`src/rtl/vga_timer_gen.sv`:
```
// Raster timing generator. It produces sync, visible, position and line/frame strobes for any H/V timing set.
// It advances on a pixel-clock enable, and the outputs are aligned to a pixel pipeline through a tick-qualified delay line.
module vga_timer_gen #(
    parameter int H_VISIBLE   = 640,
    parameter int H_FRONT     = 16,
    parameter int H_SYNC      = 96,
    parameter int H_BACK      = 48,
    parameter int V_VISIBLE   = 480,
    parameter int V_FRONT     = 10,
    parameter int V_SYNC      = 2,
    parameter int V_BACK      = 33,
    parameter bit HSYNC_POL   = 1'b0,
    parameter bit VSYNC_POL   = 1'b0,
    parameter int PIPE_DEPTH  = 0,
    parameter int FRAME_CNT_W = 16,
    localparam int WHOLE_LINE  = H_VISIBLE + H_FRONT + H_SYNC + H_BACK,
    localparam int WHOLE_FRAME = V_VISIBLE + V_FRONT + V_SYNC + V_BACK,
    localparam int XW = (H_VISIBLE > 1) ? $clog2(H_VISIBLE) : 1,
    localparam int YW = (V_VISIBLE > 1) ? $clog2(V_VISIBLE) : 1
) (
    input  logic                   clk_i,
    input  logic                   rst_i,
    input  logic                   pix_en_i,
    output logic                   hsync_o,
    output logic                   vsync_o,
    output logic                   visible_o,
    output logic [XW-1:0]          position_x_o,
    output logic [YW-1:0]          position_y_o,
    output logic                   line_start_o,
    output logic                   frame_start_o,
    output logic [FRAME_CNT_W-1:0] frame_count_o
);

    localparam int CXW = (WHOLE_LINE > 1) ? $clog2(WHOLE_LINE) : 1;
    localparam int CYW = (WHOLE_FRAME > 1) ? $clog2(WHOLE_FRAME) : 1;

    localparam logic [CXW-1:0] X_LAST     = CXW'(WHOLE_LINE - 1);
    localparam logic [CYW-1:0] Y_LAST     = CYW'(WHOLE_FRAME - 1);
    localparam logic [CYW-1:0] Y_VIS_LAST = CYW'(V_VISIBLE - 1);

    localparam int HS_START = H_VISIBLE + H_FRONT;
    localparam int HS_END   = HS_START + H_SYNC;
    localparam int VS_START = V_VISIBLE + V_FRONT;
    localparam int VS_END   = VS_START + V_SYNC;

    typedef struct packed {
        logic          hsync;
        logic          vsync;
        logic          visible;
        logic [XW-1:0] position_x;
        logic [YW-1:0] position_y;
        logic          line_start;
        logic          frame_start;
    } stage_t;

    localparam stage_t IDLE = {!HSYNC_POL, !VSYNC_POL, 1'b0, {XW{1'b0}}, {YW{1'b0}}, 2'b00};

    logic [CXW-1:0] x;
    logic [CYW-1:0] y;
    logic [31:0]    x_ext;
    logic [31:0]    y_ext;
    logic           tick_q;
    stage_t         stage0;
    stage_t         out_stage;

    assign x_ext = 32'(x);
    assign y_ext = 32'(y);

    // Reset parks the counters on the last pixel so the first tick lands on (0,0).
    always_ff @(posedge clk_i) begin
        if (rst_i) begin
            x             <= X_LAST;
            y             <= Y_LAST;
            frame_count_o <= '0;
            tick_q        <= 1'b0;
        end else begin
            tick_q <= pix_en_i;
            if (pix_en_i) begin
                if (x == X_LAST) begin
                    x <= '0;
                    y <= (y == Y_LAST) ? '0 : y + 1'b1;
                    if (y == Y_VIS_LAST) begin
                        frame_count_o <= frame_count_o + 1'b1;
                    end
                end else begin
                    x <= x + 1'b1;
                end
            end
        end
    end

    always_comb begin
        logic vis;
        logic hs_act;
        logic vs_act;
        vis    = (x_ext < H_VISIBLE) && (y_ext < V_VISIBLE);
        hs_act = (x_ext >= HS_START) && (x_ext < HS_END);
        vs_act = (y_ext >= VS_START) && (y_ext < VS_END);
        stage0             = IDLE;
        stage0.visible     = vis;
        stage0.hsync       = hs_act ? HSYNC_POL : !HSYNC_POL;
        stage0.vsync       = vs_act ? VSYNC_POL : !VSYNC_POL;
        stage0.position_x  = vis ? x[XW-1:0] : '0;
        stage0.position_y  = vis ? y[YW-1:0] : '0;
        stage0.line_start  = (x == '0);
        stage0.frame_start = (x == '0) && (y == '0);
    end

    generate
        if (PIPE_DEPTH == 0) begin : g_direct
            assign out_stage = stage0;
        end else begin : g_pipe
            stage_t pipe [PIPE_DEPTH];

            always_ff @(posedge clk_i) begin
                if (rst_i) begin
                    for (int i = 0; i < PIPE_DEPTH; i++) begin
                        pipe[i] <= IDLE;
                    end
                end else if (pix_en_i) begin
                    pipe[0] <= stage0;
                    for (int i = 1; i < PIPE_DEPTH; i++) begin
                        pipe[i] <= pipe[i-1];
                    end
                end
            end

            assign out_stage = pipe[PIPE_DEPTH-1];
        end
    endgenerate

    assign hsync_o      = out_stage.hsync;
    assign vsync_o      = out_stage.vsync;
    assign visible_o    = out_stage.visible;
    assign position_x_o = out_stage.position_x;
    assign position_y_o = out_stage.position_y;

    // Strobes are only shown in the cycle right after a tick, so they never stretch across stalls.
    assign line_start_o  = out_stage.line_start  & tick_q;
    assign frame_start_o = out_stage.frame_start & tick_q;

endmodule
```
`config.mk`:
```
export PLATFORM = sky130hd
export DESIGN_NAME = vga_timer_gen
export DESIGN_NICKNAME = d
export VERILOG_FILES = /design/src/rtl/vga_timer_gen.sv
export SDC_FILE = /design/constraint.sdc
export NUM_CORES = 1
export LEC_CHECK = 0
export ABC_AREA = 0
export CORE_UTILIZATION = 46
export DETAILED_ROUTE_END_ITERATION = 16
export PLACE_DENSITY = 0.76
export REMOVE_ABC_BUFFERS = 1
export SLEW_MARGIN = 20
export SYNTH_ARGS = -nofsm -noshare
export SYNTH_HDL_FRONTEND = slang
export SYNTH_SLANG_ARGS = --single-unit
```
`constraint.sdc`:
```
create_clock -name clk_i -period 2.05 [get_ports clk_i]
set_input_delay 0.3075 -clock clk_i [delete_from_list [all_inputs] [get_ports clk_i]]
set_output_delay 0.3075 -clock clk_i [all_outputs]
set_load 0.02 [all_outputs]
```
-- After elaboration in Yosys (flattened, before gate mapping)
Index checks and enable logic that the tools add are counted.
- word-level logic and storage cells: 32
- output and inout port bits: 40
- flip-flop bits (word level): 37
- bitwise operators: 2
- magnitude comparators: 6
- $add $sub $neg: 3
- equal/unequal tests: 3
- muxes and demuxes: 6
- reduce and logical (&&, ||, !) cells: 8
- operators by type and width (operator ; number):
    $mux W10 ; 3
    $add A10 B1 Y10 const B ; 2
    $eq A10 B10 Y1 const B ; 2
    $logic_not A10 Y1 ; 2
    $lt A10 B10 Y1 const B ; 2
    $lt A10 B9 Y1 const B ; 2
    $add A16 B1 Y16 const B ; 1
    $eq A10 B9 Y1 const B ; 1
    $ge A10 B10 Y1 const B ; 1
    $ge A10 B9 Y1 const B ; 1
    $mux W9 ; 1
    $logic_and A1 B1 Y1 ; 4
    $reduce_and A3 Y1 ; 1
    $and A1 B1 Y1 ; 2
    $mux W1 ; 2
    $reduce_and A2 Y1 ; 1

-- Longest topological paths before layout
- word-level depth: 3
- gate-level depth with buffers: 8
- mapped depth without buffers: 6

-- Worst setup path before layout
OpenSTA, ideal clock, no wires.
- kind: register -> register
- start: register x[0]
- end: register frame_count_o[15]
- path buffers: 1
- stages on the path, launching flop included: 7
- path slack: -31 ps
- setup time: 123 ps
- data required time: 1927 ps
- arrival: 1957 ps
- path through: dfxtp_1 ha_1 nand4_1 or4_1 buf_2 nor4_1 mux2_1
- word-level cells in the longest chain between the ends: 2
- ends and longest elaborated chain (item ; RTL line ; RTL):
    start, declared ; 58 ; logic [CXW-1:0] x;
    start signal, assigned ; 86 ; x <= x + 1'b1;
    $eq A10 B10 Y1 ; 79 ; if (x == X_LAST) begin
    $reduce_and A3 Y1 (no line) ; - ;
    end signal, assigned ; 83 ; frame_count_o <= frame_count_o + 1'b1;
    end, declared ; 31 ; output logic [FRAME_CNT_W-1:0] frame_count_o
No other way between the ends.
A chain may end at the register's enable or synchronous reset.

-- Worst setup path after layout
- start: register x[0]
- end: register frame_count_o[5]
Same word-level chain as after synthesis.

==> results.md <==
Place:
- The total half-perimeter wirelength after legalization and detailed placement is roughly 4200 um.
- Port buffering added 42 buffers.
- The congestion estimate from routability-driven global placement came to about 0.89.

Clock tree:
- Clock tree synthesis selected as its root buffer the cell clkbuf_8.
- The H-tree was split into 2 levels.
- The clock transition at the register clock pins on the worst setup and hold paths after CTS is roughly 0.080 ns.
- Counting along the longest clock path gives a buffer depth of 2.
- For the worst-skew pair, the clock arrives at the later sink with an insertion delay of approximately 0.30 ns.
- TritonCTS built the clock tree.
- The clock net in this run drives a total of 37 sinks.
- In this run, CTS created clock tree buffers numbering 5.

GRT:
- The largest net degree at the start of global routing is 18.
- The via count of the first global-routing pass is 2253.
- The aggregate global-route resource usage is about a quarter.
- The global-route wire length before repair is just over 10000 um.
- The initial antenna violation count is 0.
- The overflow left after global routing is 0.

Critical path:
- The worst setup path is captured at a register.
- At the worst endpoint, the arrival time is approximately 2.4 ns.
- The largest single stage delay on the critical path is 0.62 ns.
- The launching element type of the critical path is a register.
- Walking the worst path, the cells encountered are ha_4 -> nand4_1 -> or4_4 -> clkbuf_16 -> buf_6 -> or3_1 -> a21oi_1.
- The first element of the critical path is x[0].
- The slowest library cell on the worst path is or4_4.
- At the worst endpoint, the required time is 2.29 ns.
- Along the worst path, the maximum fanout reaches 4.
- The classification of the worst setup path is register to register.
- The start of the worst register-to-register path is x[0].

Worst hold path:
- The worst hold path startpoint is y[1].
- The tightest min-delay check is of the register to register type.

Synth:
- The count of yosys warnings during synthesis is 0.
- The area of the mapped netlist is 2090 um2.
- The number of register bits inferred by synthesis is 37.
- The per-instance average area after synthesis is 8.03 um2.
- Counting flops with a built-in enable in the synthesized netlist gives 0.
- The number of distinct library cells after synthesis is 43.
- For this run, asynchronously set or reset flops after synthesis account for 0%.
- The cell count after synthesis came out at 260.
- The most common flop cell mapped by yosys is dfxtp_1.
- The fraction of the yosys area taken by sequential cells is between 30% and 40%.

Timing:
- The number of max-slew violations in the final report is 0.
- The achievable clock frequency is around 470 MHz.
- The count of endpoints failing setup in the final report is 11.
- The headroom to the max-slew limit is 73.4%.
- Setup repair after global routing could not meet its margin everywhere.
- Subtracting the final worst setup slack from the clock period gives 2.13 ns.
- For the pin with the worst max-slew slack, the measured transition is 0.398 ns.
- Setup slack on the critical path of the routed design comes to -0.0837 ns.
- The number of hold violations in the final report is 0.
- The share of the cycle needed by the critical path after routing is 104%.
- The maximum clock skew at final layout is 0.0103 ns.

Run:
- Max-cap violations in this run came to 0.

Detailed routing:
- In this run, the number of DRC markers left after iteration 0 of detailed routing was 96.
- After detailed routing, the average wire length per cell comes to around 16 um.
- Before antenna repair, the detailed router went through 4 iterations.
- The remaining routing DRC violations is 0.
- The vias per cell is between 5 and 6.
- The total via count after detailed routing is 2384.
- The final antenna-violating net count is 0.
- The final layout contains routed wiring with a total length of 6540 um.

Die:
- The area of the die is 4810 um2.
- The area of the core region is ~4400 um2.
- The initial utilization of the core area, before any placement, comes to ~48%.
- The die span in y is 69.4 um.
- The die is a little under 70 um wide.
- The floorplan has 24 rows.
- The boundary pin count is 43.

Power:
- Of the total power, the clock network draws a little under a third.
- The analysis attributes to net switching a power of ~0.60 mW.
- The worst-case vdd ir drop is around 0.00047 V.
- After layout, the design draws a total of 1.92 mW.
- The combinational cell fraction of total power is around 28%.
- For this design the ratio of total power to cell area is between 500 and 600 nW/um2.
- Cell internal power was estimated by the tool at ~1.3 mW.
- Net switching is between 30 and 40% of the power.
- For this design the static power due to leakage is ~1.3 nW.
- The sequential share of power is 41.6%.

Outcome:
- The flow ran to the end, but the final reports show violations.
- The checks that failed: negative setup slack.

Final layout:
- In the layout the commonest cells are buf_4, dfxtp_1, clkdlybuf4s50_1, nand2_1.
- The final layout contains 362 nets.
- The number of antenna diodes in the final layout is 0.
- The area growth from synthesis to layout is 58.5%.
- The most common cell after layout, fill and taps aside is buf_4.
- The fill cell total of the finished layout is ~290.
- The share of final-layout standard cells stronger than drive strength 1 is a little under two fifths.
- The final cell utilization of the core is about 76%.
through the flow:
stage          TNS, ns  hold slack [ns]  std cells  area, um2  setup slack [ns]
3_5_place_dp     -6.24            0.487        389       2880            -0.390
5_1_grt         -0.910            0.497        407       3310            -0.103
4_1_cts        -0.0865            0.487        402       3050           -0.0271
6_report        -0.418            0.476        407       3310           -0.0837
2_1_floorplan    -1.75            0.374        245       2020            -0.204
3_3_place_gp     -5.72            0.483        389       2880            -0.339
power groups by stage:
| stage | clock (mW) | sequential (mW) | combinational (mW) |
|---|---|---|---|
| floorplan | 0 | 0.831 | 0.218 |
| global placement | 0 | 0.806 | 0.478 |
| detailed placement | 0 | 0.807 | 0.486 |
| CTS | 0.576 | 0.797 | 0.500 |
| global route | 0.614 | 0.804 | 0.587 |
| finish | 0.579 | 0.798 | 0.539 |
repair_timing:
action,in CTS,in global routing
gates resized for setup,54,73
endpoints found under the setup margin,40,36
hold buffers,0,0
gates cloned,0,2
endpoints found under the hold margin,0,0
setup buffers,5,3
pin swaps,6,23
cell usage after synthesis (7+ instances only):
library cell,instances,area [um2]
nor3_1,12,60.1
or3_1,10,62.6
o31ai_1,11,82.6
and2_1,15,93.8
or4_1,17,128
nand4_1,7,43.8
nor2_1,11,41.3
dfxtp_1,37,741
o21ai_0,9,45.0
nand3_1,10,50.1
inv_1,13,48.8
nand2_1,16,60.1
a21oi_1,22,110
clkbuf_1,8,30.0
critical path, delay by kind of cell (launching register included):
kind / cells / cell delay, ns
flops: 1 / 0.35
buf+inv: 2 / 0.29
simple gates: 3 / 1.16
fa+ha+maj: 1 / 0.13
compound gates: 1 / 0.14
area by class of cell:
| class | count | area, um2 | area share [%] |
|---|---|---|---|
| inverter | 13 | 53.8 | 1.63 |
| multi-input combinational | 195 | 1460 | 44.1 |
| tap | 52 | 65.1 | 1.97 |
| sequential | 37 | 756 | 22.8 |
| timing repair buffer | 102 | 875 | 26.4 |
| clock buffer | 7 | 96.3 | 2.91 |
| clock inverter | 1 | 5.00 | 0.151 |
final timing paths:
check                endpoint  slack, ns  depth (start not counted)
max          frame_count_o[5]      -0.08                          7
min                      y[1]       0.48                          2
max reg2reg  frame_count_o[5]      -0.08                          7
min reg2reg              y[1]       0.48                          2
flip-flops by register name, summed over array words and instances, names as in the netlist:
register and flops:
y 10, x 10, frame_count_o 16, tick_q 1
routing by layer:
metal / vias up / share of wire (%) / track usage [%] / routed length, um
met5: - / 0 / 0 / 0
met4: 0 / 1.4 / 9.98 / 91
met3: 11 / 3.5 / 5.38 / 228
met2: 55 / 50 / 44.3 / 3280
met1: 1155 / 45 / 33.7 / 2940
li1: 1163 / - / - / -
logic make-up after synthesis:
kind of cell | count (synthesis) | synth area share [%]
AND/OR/NAND/NOR | 125 | 35.6
XOR/XNOR | 5 | 2.10
flip-flops | 37 | 35.5
multiplexers | 3 | 1.62
buffers and inverters | 28 | 5.69
adder cells (fa/ha/maj) | 5 | 3.00
AO/OA/AOI/OAI | 57 | 16.5
No activity file was read; power rests on OpenSTA's default activity.
